**config.mk**
```make
export PLATFORM = sky130hd
export DESIGN_NAME = fetch_ctrl_flat
export DESIGN_NICKNAME = d
export VERILOG_FILES = /design/src/rtl/mips_pkg.sv /design/src/rtl/fetch_ctrl_if.sv /design/src/rtl/fetch_skid_fifo.sv /design/src/rtl/fetch_ctrl.sv /design/src/flat_wrapper.sv
export SDC_FILE = /design/constraint.sdc
export NUM_CORES = 1
export LEC_CHECK = 0
export ABC_AREA = 1
export BUFFER_PORTS_ARGS = -buffer_cell sky130_fd_sc_hd__buf_2
export CAP_MARGIN = 20
export CORE_MARGIN = 4
export CORE_UTILIZATION = 52
export CTS_CLUSTER_SIZE = 40
export DETAILED_ROUTE_END_ITERATION = 7
export PLACE_DENSITY = 0.82
export SKIP_CTS_REPAIR_TIMING = 1
export SYNTH_ARGS = -nofsm -noshare
export SYNTH_HDL_FRONTEND = slang
export SYNTH_SLANG_ARGS = --single-unit
```
**constraint.sdc**
```tcl
create_clock -name clk -period 3.3 [get_ports clk]
set_input_delay 0.495 -clock clk [delete_from_list [all_inputs] [get_ports clk]]
set_output_delay 0.495 -clock clk [all_outputs]
set_load 0.05 [all_outputs]
```
**src/rtl/mips_pkg.sv**
```systemverilog
// mips_pkg: types and constants shared by the instruction-fetch blocks.
//   fetch_state_e  - fetch sequencer states
//   fetch_entry_t  - one fetched instruction plus its byte address
//   PC_STEP        - byte increment between consecutive 16-bit instructions
package mips_pkg;

    localparam int          PC_W           = 16;
    localparam int          DATA_W         = 16;
    localparam int          PC_STEP        = 2;
    localparam logic [15:0] HALT_INSTR_DEF = 16'hFFFF;

    typedef enum logic [1:0] {
        IDLE = 2'd0,
        RUN  = 2'd1,
        HALT = 2'd2,
        END  = 2'd3
    } fetch_state_e;

    typedef struct packed {
        logic [DATA_W-1:0] instr;
        logic [PC_W-1:0]   pc;
    } fetch_entry_t;

endpackage

```
**src/rtl/fetch_ctrl_if.sv**
```systemverilog
// fetch_ctrl_if: fetch-side buses.
//   imem_pc / imem_instr          - combinational ROM lookup
//   ifid_valid/ready/instr/pc     - valid/ready handshake toward decode
// master = fetch sequencer, slave = ROM + decode side.
interface fetch_ctrl_if #(
    parameter int PC_WIDTH  = 16,
    parameter int DATA_SIZE = 16
);
    logic [PC_WIDTH-1:0]  imem_pc;
    logic [DATA_SIZE-1:0] imem_instr;
    logic                 ifid_valid;
    logic                 ifid_ready;
    logic [DATA_SIZE-1:0] ifid_instr;
    logic [PC_WIDTH-1:0]  ifid_pc;

    modport master (
        output imem_pc,
        input  imem_instr,
        output ifid_valid,
        input  ifid_ready,
        output ifid_instr,
        output ifid_pc
    );

    modport slave (
        input  imem_pc,
        output imem_instr,
        input  ifid_valid,
        output ifid_ready,
        input  ifid_instr,
        input  ifid_pc
    );
endinterface

```
**src/rtl/fetch_skid_fifo.sv**
```systemverilog
// fetch_skid_fifo: 2-entry FIFO of fetch_entry_t between fetch and decode.
//   clk, rst     - clock, async active-high reset
//   push_i/din_i - write din_i at the tail (caller guarantees space)
//   pop_i        - consume the head (ignored when empty)
//   flush_i      - drop all entries; wins over push/pop
//   count_o      - occupancy 0..2
//   valid_o      - head is valid
//   head_o       - head entry
// Entry 0 is always the head, so outputs come straight from a register.
module fetch_skid_fifo
    import mips_pkg::*;
(
    input  logic         clk,
    input  logic         rst,
    input  logic         push_i,
    input  fetch_entry_t din_i,
    input  logic         pop_i,
    input  logic         flush_i,
    output logic [1:0]   count_o,
    output logic         valid_o,
    output fetch_entry_t head_o
);

    fetch_entry_t e0_q, e0_d, e1_q, e1_d;
    logic [1:0]   cnt_q, cnt_d;
    logic         pop;

    assign pop = pop_i && (cnt_q != 2'd0);

    always_comb begin
        e0_d  = e0_q;
        e1_d  = e1_q;
        cnt_d = cnt_q;
        if (flush_i) begin
            cnt_d = 2'd0;
        end else begin
            unique case ({push_i, pop})
                2'b10: begin
                    if (cnt_q == 2'd0) e0_d = din_i;
                    else               e1_d = din_i;
                    cnt_d = cnt_q + 2'd1;
                end
                2'b01: begin
                    e0_d  = e1_q;
                    cnt_d = cnt_q - 2'd1;
                end
                2'b11: begin
                    // count unchanged; new entry lands behind whatever remains
                    if (cnt_q == 2'd1) begin
                        e0_d = din_i;
                    end else begin
                        e0_d = e1_q;
                        e1_d = din_i;
                    end
                end
                default: ;
            endcase
        end
    end

    always_ff @(posedge clk or posedge rst) begin
        if (rst) begin
            e0_q  <= '0;
            e1_q  <= '0;
            cnt_q <= 2'd0;
        end else begin
            e0_q  <= e0_d;
            e1_q  <= e1_d;
            cnt_q <= cnt_d;
        end
    end

    assign count_o = cnt_q;
    assign valid_o = (cnt_q != 2'd0);
    assign head_o  = e0_q;

endmodule

```
**src/rtl/fetch_ctrl.sv**
```systemverilog
// fetch_ctrl: instruction-fetch sequencer. Owns the PC, drives the ROM
// address and feeds decode through a 2-entry skid FIFO.
//   clk, rst        - clock, async active-high reset
//   fetch_en        - permits new fetches
//   redirect_valid  - branch/jump taken; redirect_pc is the byte target
//   bus (master)    - imem_pc/imem_instr ROM lookup, ifid_* decode handshake
//   halted          - high in HALT or END
module fetch_ctrl
    import mips_pkg::*;
#(
    parameter int                   PC_WIDTH   = PC_W,
    parameter int                   DATA_SIZE  = DATA_W,
    parameter int                   INSTR_NUM  = 15,
    parameter logic [PC_WIDTH-1:0]  RESET_PC   = '0,
    parameter logic [DATA_SIZE-1:0] HALT_INSTR = HALT_INSTR_DEF
)(
    input  logic                clk,
    input  logic                rst,
    input  logic                fetch_en,
    input  logic                redirect_valid,
    input  logic [PC_WIDTH-1:0] redirect_pc,
    fetch_ctrl_if.master        bus,
    output logic                halted
);

    localparam logic [PC_WIDTH-1:0] PC_ALIGN = ~PC_WIDTH'(1);

    fetch_state_e        state_q, state_d;
    logic [PC_WIDTH-1:0] pc_q, pc_d;
    logic                push, flush, deq, in_range;
    logic [1:0]          count;
    fetch_entry_t        din, head;

    // word index = pc_q >> 1; zero-extend so both sides are PC_WIDTH wide
    assign in_range = ({1'b0, pc_q[PC_WIDTH-1:1]} < PC_WIDTH'(INSTR_NUM));
    assign deq      = bus.ifid_valid && bus.ifid_ready;

    always_comb begin
        state_d = state_q;
        pc_d    = pc_q;
        push    = 1'b0;
        flush   = 1'b0;
        if (redirect_valid) begin
            flush   = 1'b1;
            pc_d    = redirect_pc & PC_ALIGN;
            state_d = fetch_en ? RUN : IDLE;
        end else begin
            unique case (state_q)
                IDLE: if (fetch_en) state_d = RUN;
                RUN: begin
                    if (!fetch_en) begin
                        state_d = IDLE;
                    end else if (!in_range) begin
                        state_d = END;
                    end else if (count != 2'd2 || deq) begin
                        push = 1'b1;
                        pc_d = pc_q + PC_WIDTH'(PC_STEP);
                        // the halt word itself still goes to decode
                        if (bus.imem_instr == HALT_INSTR) state_d = HALT;
                    end
                end
                default: ;  // HALT/END: only a redirect leaves
            endcase
        end
    end

    always_ff @(posedge clk or posedge rst) begin
        if (rst) begin
            state_q <= IDLE;
            pc_q    <= RESET_PC & PC_ALIGN;
        end else begin
            state_q <= state_d;
            pc_q    <= pc_d;
        end
    end

    assign din.instr = bus.imem_instr;
    assign din.pc    = pc_q;

    fetch_skid_fifo u_fifo (
        .clk     (clk),
        .rst     (rst),
        .push_i  (push),
        .din_i   (din),
        .pop_i   (deq),
        .flush_i (flush),
        .count_o (count),
        .valid_o (bus.ifid_valid),
        .head_o  (head)
    );

    assign bus.imem_pc    = pc_q;
    assign bus.ifid_instr = head.instr;
    assign bus.ifid_pc    = head.pc;
    assign halted         = (state_q == HALT) || (state_q == END);

endmodule

```
**src/flat_wrapper.sv**
```systemverilog
// flat-port wrapper written by rule: the top's interface ports become plain ports
module fetch_ctrl_flat import mips_pkg::*;
#(
    parameter int                   PC_WIDTH   = PC_W,
    parameter int                   DATA_SIZE  = DATA_W,
    parameter int                   INSTR_NUM  = 15,
    parameter logic [PC_WIDTH-1:0]  RESET_PC   = '0,
    parameter logic [DATA_SIZE-1:0] HALT_INSTR = HALT_INSTR_DEF
)
  (clk, rst, fetch_en, redirect_valid, redirect_pc, halted, bus_imem_pc, bus_imem_instr, bus_ifid_valid, bus_ifid_ready, bus_ifid_instr, bus_ifid_pc);
  fetch_ctrl_if #(.PC_WIDTH(PC_WIDTH), .DATA_SIZE(DATA_SIZE)) bus_i ();
  input  logic clk;
  input  logic rst;
  input  logic fetch_en;
  input  logic redirect_valid;
  input  logic [PC_WIDTH-1:0] redirect_pc;
  output logic halted;
  output wire logic [$bits(bus_i.imem_pc)-1:0] bus_imem_pc;
  input wire logic [$bits(bus_i.imem_instr)-1:0] bus_imem_instr;
  output wire logic [$bits(bus_i.ifid_valid)-1:0] bus_ifid_valid;
  input wire logic [$bits(bus_i.ifid_ready)-1:0] bus_ifid_ready;
  output wire logic [$bits(bus_i.ifid_instr)-1:0] bus_ifid_instr;
  output wire logic [$bits(bus_i.ifid_pc)-1:0] bus_ifid_pc;
  assign bus_imem_pc = bus_i.imem_pc;
  assign bus_i.imem_instr = bus_imem_instr;
  assign bus_ifid_valid = bus_i.ifid_valid;
  assign bus_i.ifid_ready = bus_ifid_ready;
  assign bus_ifid_instr = bus_i.ifid_instr;
  assign bus_ifid_pc = bus_i.ifid_pc;
  fetch_ctrl #(.PC_WIDTH(PC_WIDTH), .DATA_SIZE(DATA_SIZE), .INSTR_NUM(INSTR_NUM), .RESET_PC(RESET_PC), .HALT_INSTR(HALT_INSTR)) u_core (.clk(clk), .rst(rst), .fetch_en(fetch_en), .redirect_valid(redirect_valid), .redirect_pc(redirect_pc), .bus(bus_i), .halted(halted));
endmodule
```
==> results of run 1 <==
-- metal layers --
layer	global-route usage, %	vias up
met5	0	-
met4	7.593	0
met3	4.105	15
met2	32.32	134
met1	30.06	1576
li1	-	1560
-- flip-flops by register name, summed over array words and instances (netlist names) --
signal / count
u_core.u_fifo.e1_q: 31
u_core.u_fifo.head_o: 32
u_core.state_q: 2
u_core.u_fifo.count_o: 2
u_core.bus.imem_pc: 15
-- Yosys cell counts, types with 6 or more instances --
cell,n,share of area (%)
o21ai_0,36,4.4
a31oi_1,31,4.8
ha_1,8,2.5
mux2_4,26,9.6
buf_2,11,1.4
o21ai_2,6,1.3
clkbuf_1,8,0.74
nand3_1,37,4.6
nand2_2,6,0.92
dfrtp_1,82,50
inv_1,15,1.4
nand2_1,69,6.4
nor2_1,47,4.3
-- where the power goes --
part | switching, mW | internal [mW]
combinational | 1.00 | 0.319
clock | 0.379 | 0.450
sequential | 0.180 | 1.20
-- cell type report --
| cell class | count | share of cell area [%] |
|---|---|---|
| Tap cell | 99 | 2.598 |
| Clock buffer | 10 | 2.887 |
| Clock inverter | 6 | 1.864 |
| Sequential cell | 82 | 43.04 |
| Timing Repair Buffer | 94 | 10.87 |
| Multi-Input combinational cell | 289 | 37.32 |
| Inverter | 17 | 1.417 |
-- cell families after synthesis --
family | count (synthesis) | share of synthesized area [%]
xor gates and xnor gates | 2 | 0.4310
AOI/OAI and AO/OA | 79 | 11.48
and+or+nand+nor | 169 | 18.53
other | 1 | 0.09225
buffers and inverters | 45 | 5.848
DFF | 82 | 50.48
muxes | 30 | 10.68
adders and majority gates | 8 | 2.462
-- critical path: stages (launching register included) --
cell     delay (ns)
dfrtp_1        0.36
inv_1          0.08
ha_1           0.21
inv_2          0.07
nand2_1        0.06
buf_4          0.24
inv_1          0.26
ha_1           0.22
inv_1          0.07
o21ai_2        0.16
nand3_4        0.49
mux2_4         0.49
-- stage by stage --
stage | area, µm² | hold WS [ns] | power (mW) | std cells
floorplan | 4065 | 0.4538 | 2.397 | 416
global placement | 4503 | 0.4697 | 2.693 | 579
detailed placement | 4503 | 0.4819 | 2.719 | 579
CTS | 4730 | 0.3284 | 3.548 | 595
global route | 4767 | 0.3349 | 3.703 | 597
finish | 4767 | 0.3394 | 3.528 | 597
-- worst max-delay path by stage --
stage	slack, ns	from	depth (start not counted)	to
after global routing	0.24	u_core.u_fifo.count_o[0]	11	u_core.u_fifo.e1_q[1]
after global placement	0.57	u_core.u_fifo.count_o[0]	11	u_core.u_fifo.e1_q[19]
after floorplan	0.70	rst	1	u_core.bus.imem_pc[10]
after detailed placement	0.50	u_core.u_fifo.count_o[0]	11	u_core.u_fifo.e1_q[14]
final	0.45	u_core.u_fifo.count_o[0]	11	u_core.u_fifo.e1_q[1]
after CTS	0.49	u_core.u_fifo.count_o[0]	11	u_core.u_fifo.e1_q[1]
==> results.py, run 1 <==
metrics = {
    "status": {
        "outcome": "complete, no violations",
    },
    "synth": {
        "synth_seq_cells": 82,
        "syn_nets": 461,
        "synth_async_sr_flop_share_pct": 100.0,
        "synth.avg_cell_area_um2": 9.772,
        "postSynthCellCount": 416,
        "synth.distinct_cells": 30,
        "ys.flop_type": "dfrtp_1",
        "ys_seq_area_share_pct": 50.48,
        "syn_area_um2": 4065,
        "synth_edf_count": 0,
        "ys_warn_count": 0,
    },
    "timing": {
        "setup_viol": 0,
        "drv_slew": 0,
        "finalCritPeriodShare_pct": 86.39,
        "hold_viol": 0,
        "max_slew_margin_pct": 42.37,
        "grt_setup_unrepaired": "no",
        "timing.fmax_mhz": 350.8,
        "final.setup.tns_ns": 0,
        "timing.final.crit_period_ns": 2.851,
        "worstMarginPinSlew_ns": 0.8635,
        "fin_skew_ns": 0.009191,
        "postLayoutSetupSlackWorst_ns": 0.4493,
    },
    "power_and_ir_drop": {
        "ir_worst_vdd_v": 0.0003166,
        "leakagePower_nw": 2.437,
        "power_density_nw_per_um2": 740.1,
    },
    "layout": {
        "diodes": 0,
        "drive_above_1_share_pct": 32.13,
        "layout.cells.most_common": "buf_2",
        "final_cell_mix": "84 x buf_2, 82 x dfrtp_1, 69 x nand2_1",
        "post-route-util_pct": 64.35,
        "nFillCells": 605,
        "area_delta_synth_final_pct": 17.27,
        "multiInputGateArea_um2": 1779,
        "ff_latch_area_um2": 2052,
        "nets": 538,
    },
    "route": {
        "ant_nets": 0,
        "drt-initial-drc-count": 208,
        "detail_route.vias_per_cell": 5.503,
        "first_pass_iters": 5,
        "wl_met3_um": 662,
        "dr.max_layer_used": "met4",
        "met2_length_um": 4385,
        "met1_length_um": 4196,
        "wirelength_um": 9398,
        "routedWlPerCell_um": 15.74,
        "vias": 3285,
        "remaining_drc_errors": 0,
    },
    "worst_setup_path": {
        "rr_endpoint": "u_core.u_fifo.e1_q[1]",
        "crit_path_start_kind": "flop",
        "critical_path_class": "flop to flop",
        "end_kind": "flop",
        "critical_path.max_fanout": 34,
        "reg2reg_depth": 11,
        "crit_required_ns": 3.54,
        "crit_arrival_ns": 3.09,
        "reg2reg_slack_ns": 0.45,
        "reg2reg_from": "u_core.u_fifo.count_o[0]",
    },
    "worst_hold_path": {
        "hold_depth": 3,
        "min_to": "u_core.bus.imem_pc[8]",
        "hp-class": "primary input to flop",
        "worstHoldStart": "redirect_pc[8]",
    },
    "global_route": {
        "grt_overflow": 0,
        "grt_max_degree": 64,
        "track_usage_pct": 21.13,
        "grt_pass1_wl_um": 15170,
        "grt_pass1_vias": 3066,
        "antenna_found_initial": 0,
    },
    "clocking": {
        "clock_latency_ns": 0.35,
        "clockBufferDepth": 2,
        "clk_pin_slew_ns": 0.08,
        "htree_levels": 3,
        "root_buffer": "clkbuf_8",
        "cts_tree": "built",
        "numCtsBuffers": 9,
        "numClockSinks": 82,
    },
    "floorplan": {
        "initial_core_util_pct": 54.87,
        "dieArea_um2": 9296,
        "pin_count": 87,
        "die_x_um": 96.42,
        "rows": 31,
        "die_y_um": 96.42,
        "core-area_um2": 7408,
    },
    "place": {
        "io_buffers": 84,
        "dp_hpwl_um": 6235,
        "pre_cts_ws_ns": 0.4978,
        "gp_congestion": 0.8924,
    },
    "run": {
        "cap_violations": 0,
    },
}
(Power assumes the default switching activity.)
==> inputs of run 2 (changes only) <==
--- a/config.mk
+++ b/config.mk
@@ -5,15 +5,16 @@
 export SDC_FILE = /design/constraint.sdc
 export NUM_CORES = 1
 export LEC_CHECK = 0
-export ABC_AREA = 1
 export BUFFER_PORTS_ARGS = -buffer_cell sky130_fd_sc_hd__buf_2
 export CAP_MARGIN = 20
 export CORE_MARGIN = 4
 export CORE_UTILIZATION = 52
 export CTS_CLUSTER_SIZE = 40
 export DETAILED_ROUTE_END_ITERATION = 7
-export PLACE_DENSITY = 0.82
+export GPL_ROUTABILITY_DRIVEN = 1
+export PLACE_DENSITY = 0.83
 export SKIP_CTS_REPAIR_TIMING = 1
 export SYNTH_ARGS = -nofsm -noshare
 export SYNTH_HDL_FRONTEND = slang
 export SYNTH_SLANG_ARGS = --single-unit
+export TNS_END_PERCENT = 1
==> run 2 against run 1 <==
Via count shrank 17%. Clock power fell by 12%. Final cell count shrank 20%. Fmax is essentially flat. Synthesized cell count shrank 26%. Die area fell by 11%. Combinational power barely moved. Critical endpoint is now u_core.u_fifo.e1_q[16]. Largest power group unchanged. Highest routed layer unchanged.
==> results.py, run 2 <==
metrics = {
    "status": {
        "outcome": "complete, no violations",
    },
    "worst_setup_path": {
        "critical_path.max_fanout": 26,
        "crit_path_start_kind": "flop",
        "crit_start": "u_core.u_fifo.count_o[0]",
        "end_kind": "flop",
        "critical_path_class": "flop to flop",
        "crit_required_ns": 3.53,
        "crit_arrival_ns": 3.08,
        "reg2reg_from": "u_core.u_fifo.count_o[0]",
    },
    "global_route": {
        "track_usage_pct": 19.85,
        "grt_overflow": 0,
        "grt_pass1_vias": 2661,
        "antenna_found_initial": 0,
        "grt_max_degree": 66,
        "grt_pass1_wl_um": 13190,
    },
    "layout": {
        "stdcell_area_um2": 4359,
        "layout.cells.most_common": "buf_2",
        "final_cell_mix": "84 x buf_2, 82 x dfrtp_1, 41 x mux2_2",
        "diodes": 0,
        "nets": 439,
        "area_delta_synth_final_pct": 21.44,
        "nFillCells": 562,
        "drive_above_1_share_pct": 39.35,
        "largest_reg_flops": 32,
    },
    "clocking": {
        "numCtsBuffers": 9,
        "clockBufferDepth": 2,
        "cts_tree": "built",
        "numClockSinks": 82,
        "htree_levels": 3,
        "clk_pin_slew_ns": 0.09,
        "root_buffer": "clkbuf_8",
        "clock_latency_ns": 0.35,
    },
    "floorplan": {
        "initial_core_util_pct": 53.13,
        "die_y_um": 91.09,
        "core-area_um2": 6756,
        "pin_count": 87,
        "rows": 30,
        "dieArea_um2": 8296,
        "die_x_um": 91.09,
    },
    "synth": {
        "synth.avg_cell_area_um2": 11.65,
        "synth_async_sr_flop_share_pct": 100.0,
        "postSynthCellCount": 308,
        "ys_warn_count": 0,
        "syn_area_um2": 3590,
        "synth.distinct_cells": 35,
        "ys_seq_area_share_pct": 57.16,
        "yosys-top-cells-area": "dfrtp_1 57%, mux2_2 13%, a22oi_1 6.5%",
        "synth_seq_cells": 82,
        "ys_top_cells_by_count": "82 x dfrtp_1, 41 x mux2_2, 36 x nand2_1",
        "synth_top_area_share_pct": 57.16,
        "synth_edf_count": 0,
        "ys.flop_type": "dfrtp_1",
        "synth_top_area_cell": "dfrtp_1",
        "syn_nets": 353,
        "yosysMostFrequentCell": "dfrtp_1",
    },
    "run": {
        "cap_violations": 0,
    },
    "timing": {
        "drv_slew": 0,
        "hold_viol": 0,
        "timing.final.crit_period_ns": 2.852,
        "grt_setup_unrepaired": "no",
        "fin_skew_ns": 0.01042,
        "timing.fmax_mhz": 350.6,
        "final.setup.tns_ns": 0,
        "setup_viol": 0,
        "finalCritPeriodShare_pct": 86.44,
        "postLayoutSetupSlackWorst_ns": 0.4475,
    },
    "power_and_ir_drop": {
        "ir_worst_vdd_v": 0.0005412,
        "leakagePower_nw": 2.280,
        "power_density_nw_per_um2": 785.9,
    },
    "place": {
        "io_buffers": 84,
        "pre_cts_ws_ns": 0.4376,
        "gp_congestion": 0.8208,
        "dp_hpwl_um": 5533,
        "placed_area_um2": 4129,
    },
    "route": {
        "wirelength_um": 7892,
        "routedWlPerCell_um": 16.48,
        "first_pass_iters": 4,
        "ant_nets": 0,
        "vias": 2715,
        "remaining_drc_errors": 0,
        "detail_route.vias_per_cell": 5.668,
        "drt-initial-drc-count": 87,
    },
    "worst_hold_path": {
        "hp-class": "primary input to async pin",
    },
}
==> run 2: path summary, 6_finish.rpt <==
kind	slack, ns	depth (start not counted)	to
worst max register to register	0.45	11	u_core.u_fifo.e1_q[16]
max in group asynchronous	2.71	3	u_core.u_fifo.e1_q[14]
worst min register to register	0.47	2	u_core.u_fifo.head_o[16]
min in group clk	0.37	3	u_core.bus.imem_pc[4]
worst max-delay path	0.45	11	u_core.u_fifo.e1_q[16]
worst min-delay path	0.07	2	u_core.bus.imem_pc[15]
==> run 2: area by class of cell <==
cell class	instances	area, µm²	area share [%]
clock buffer	10	137.6	3.157
clock inverter	6	65.06	1.493
inverter	9	35.03	0.8037
multi-input combinational	197	1421	32.61
sequential	82	2052	47.07
tap	80	100.1	2.296
timing repair buffer	95	548.0	12.57
==> run 2: kinds of logic after synthesis <==
family	count (synthesis)	share of synthesized area, %
AO/OA/AOI/OAI	83	14.64
flip-flops	82	57.16
buffers and inverters	29	3.241
other	1	0.1045
XOR/XNOR	2	0.4881
multiplexers	43	13.42
AND/OR/NAND/NOR	60	8.156
adder cells (fa/ha/maj)	8	2.789
==> run 2: metrics by stage <==
step,util (%),std cells,power (mW),hold WS (ns)
detailed placement,61.11,462,2.726,0.4648
global placement,61.11,462,2.698,0.4548
floorplan,-,308,2.377,0.4798
CTS,64.11,478,3.458,0.3546
finish,64.52,479,3.426,0.06653
global route,64.52,479,3.609,0.07020
==> run 2: worst max-delay path, cell delays in order (launching register included) <==
cell	delay, ns
dfrtp_1	0.39
inv_1	0.08
ha_1	0.22
nand2b_1	0.21
a21o_1	0.26
or3_1	0.42
inv_1	0.12
ha_1	0.19
nand2_1	0.08
o211ai_1	0.17
buf_12	0.24
mux2_2	0.35
==> run 2: routing by layer <==
| metal | share of wire (%) | global-route usage [%] | vias up | wire length (µm) |
|---|---|---|---|---|
| met2 | 50 | 32.37 | 85 | 3929 |
| met1 | 42 | 26.09 | 1343 | 3346 |
| li1 | - | - | 1282 | - |
| met4 | 0.65 | 4.397 | 0 | 51 |
| met3 | 7.1 | 6.214 | 5 | 564 |
| met5 | 0 | 0 | - | 0 |
==> run 2: power breakdown <==
| part | switching [mW] | internal, mW |
|---|---|---|
| registers | 0.131 | 1.22 |
| logic | 1.05 | 0.298 |
| clock network | 0.356 | 0.371 |
| total | 1.54 | 1.89 |
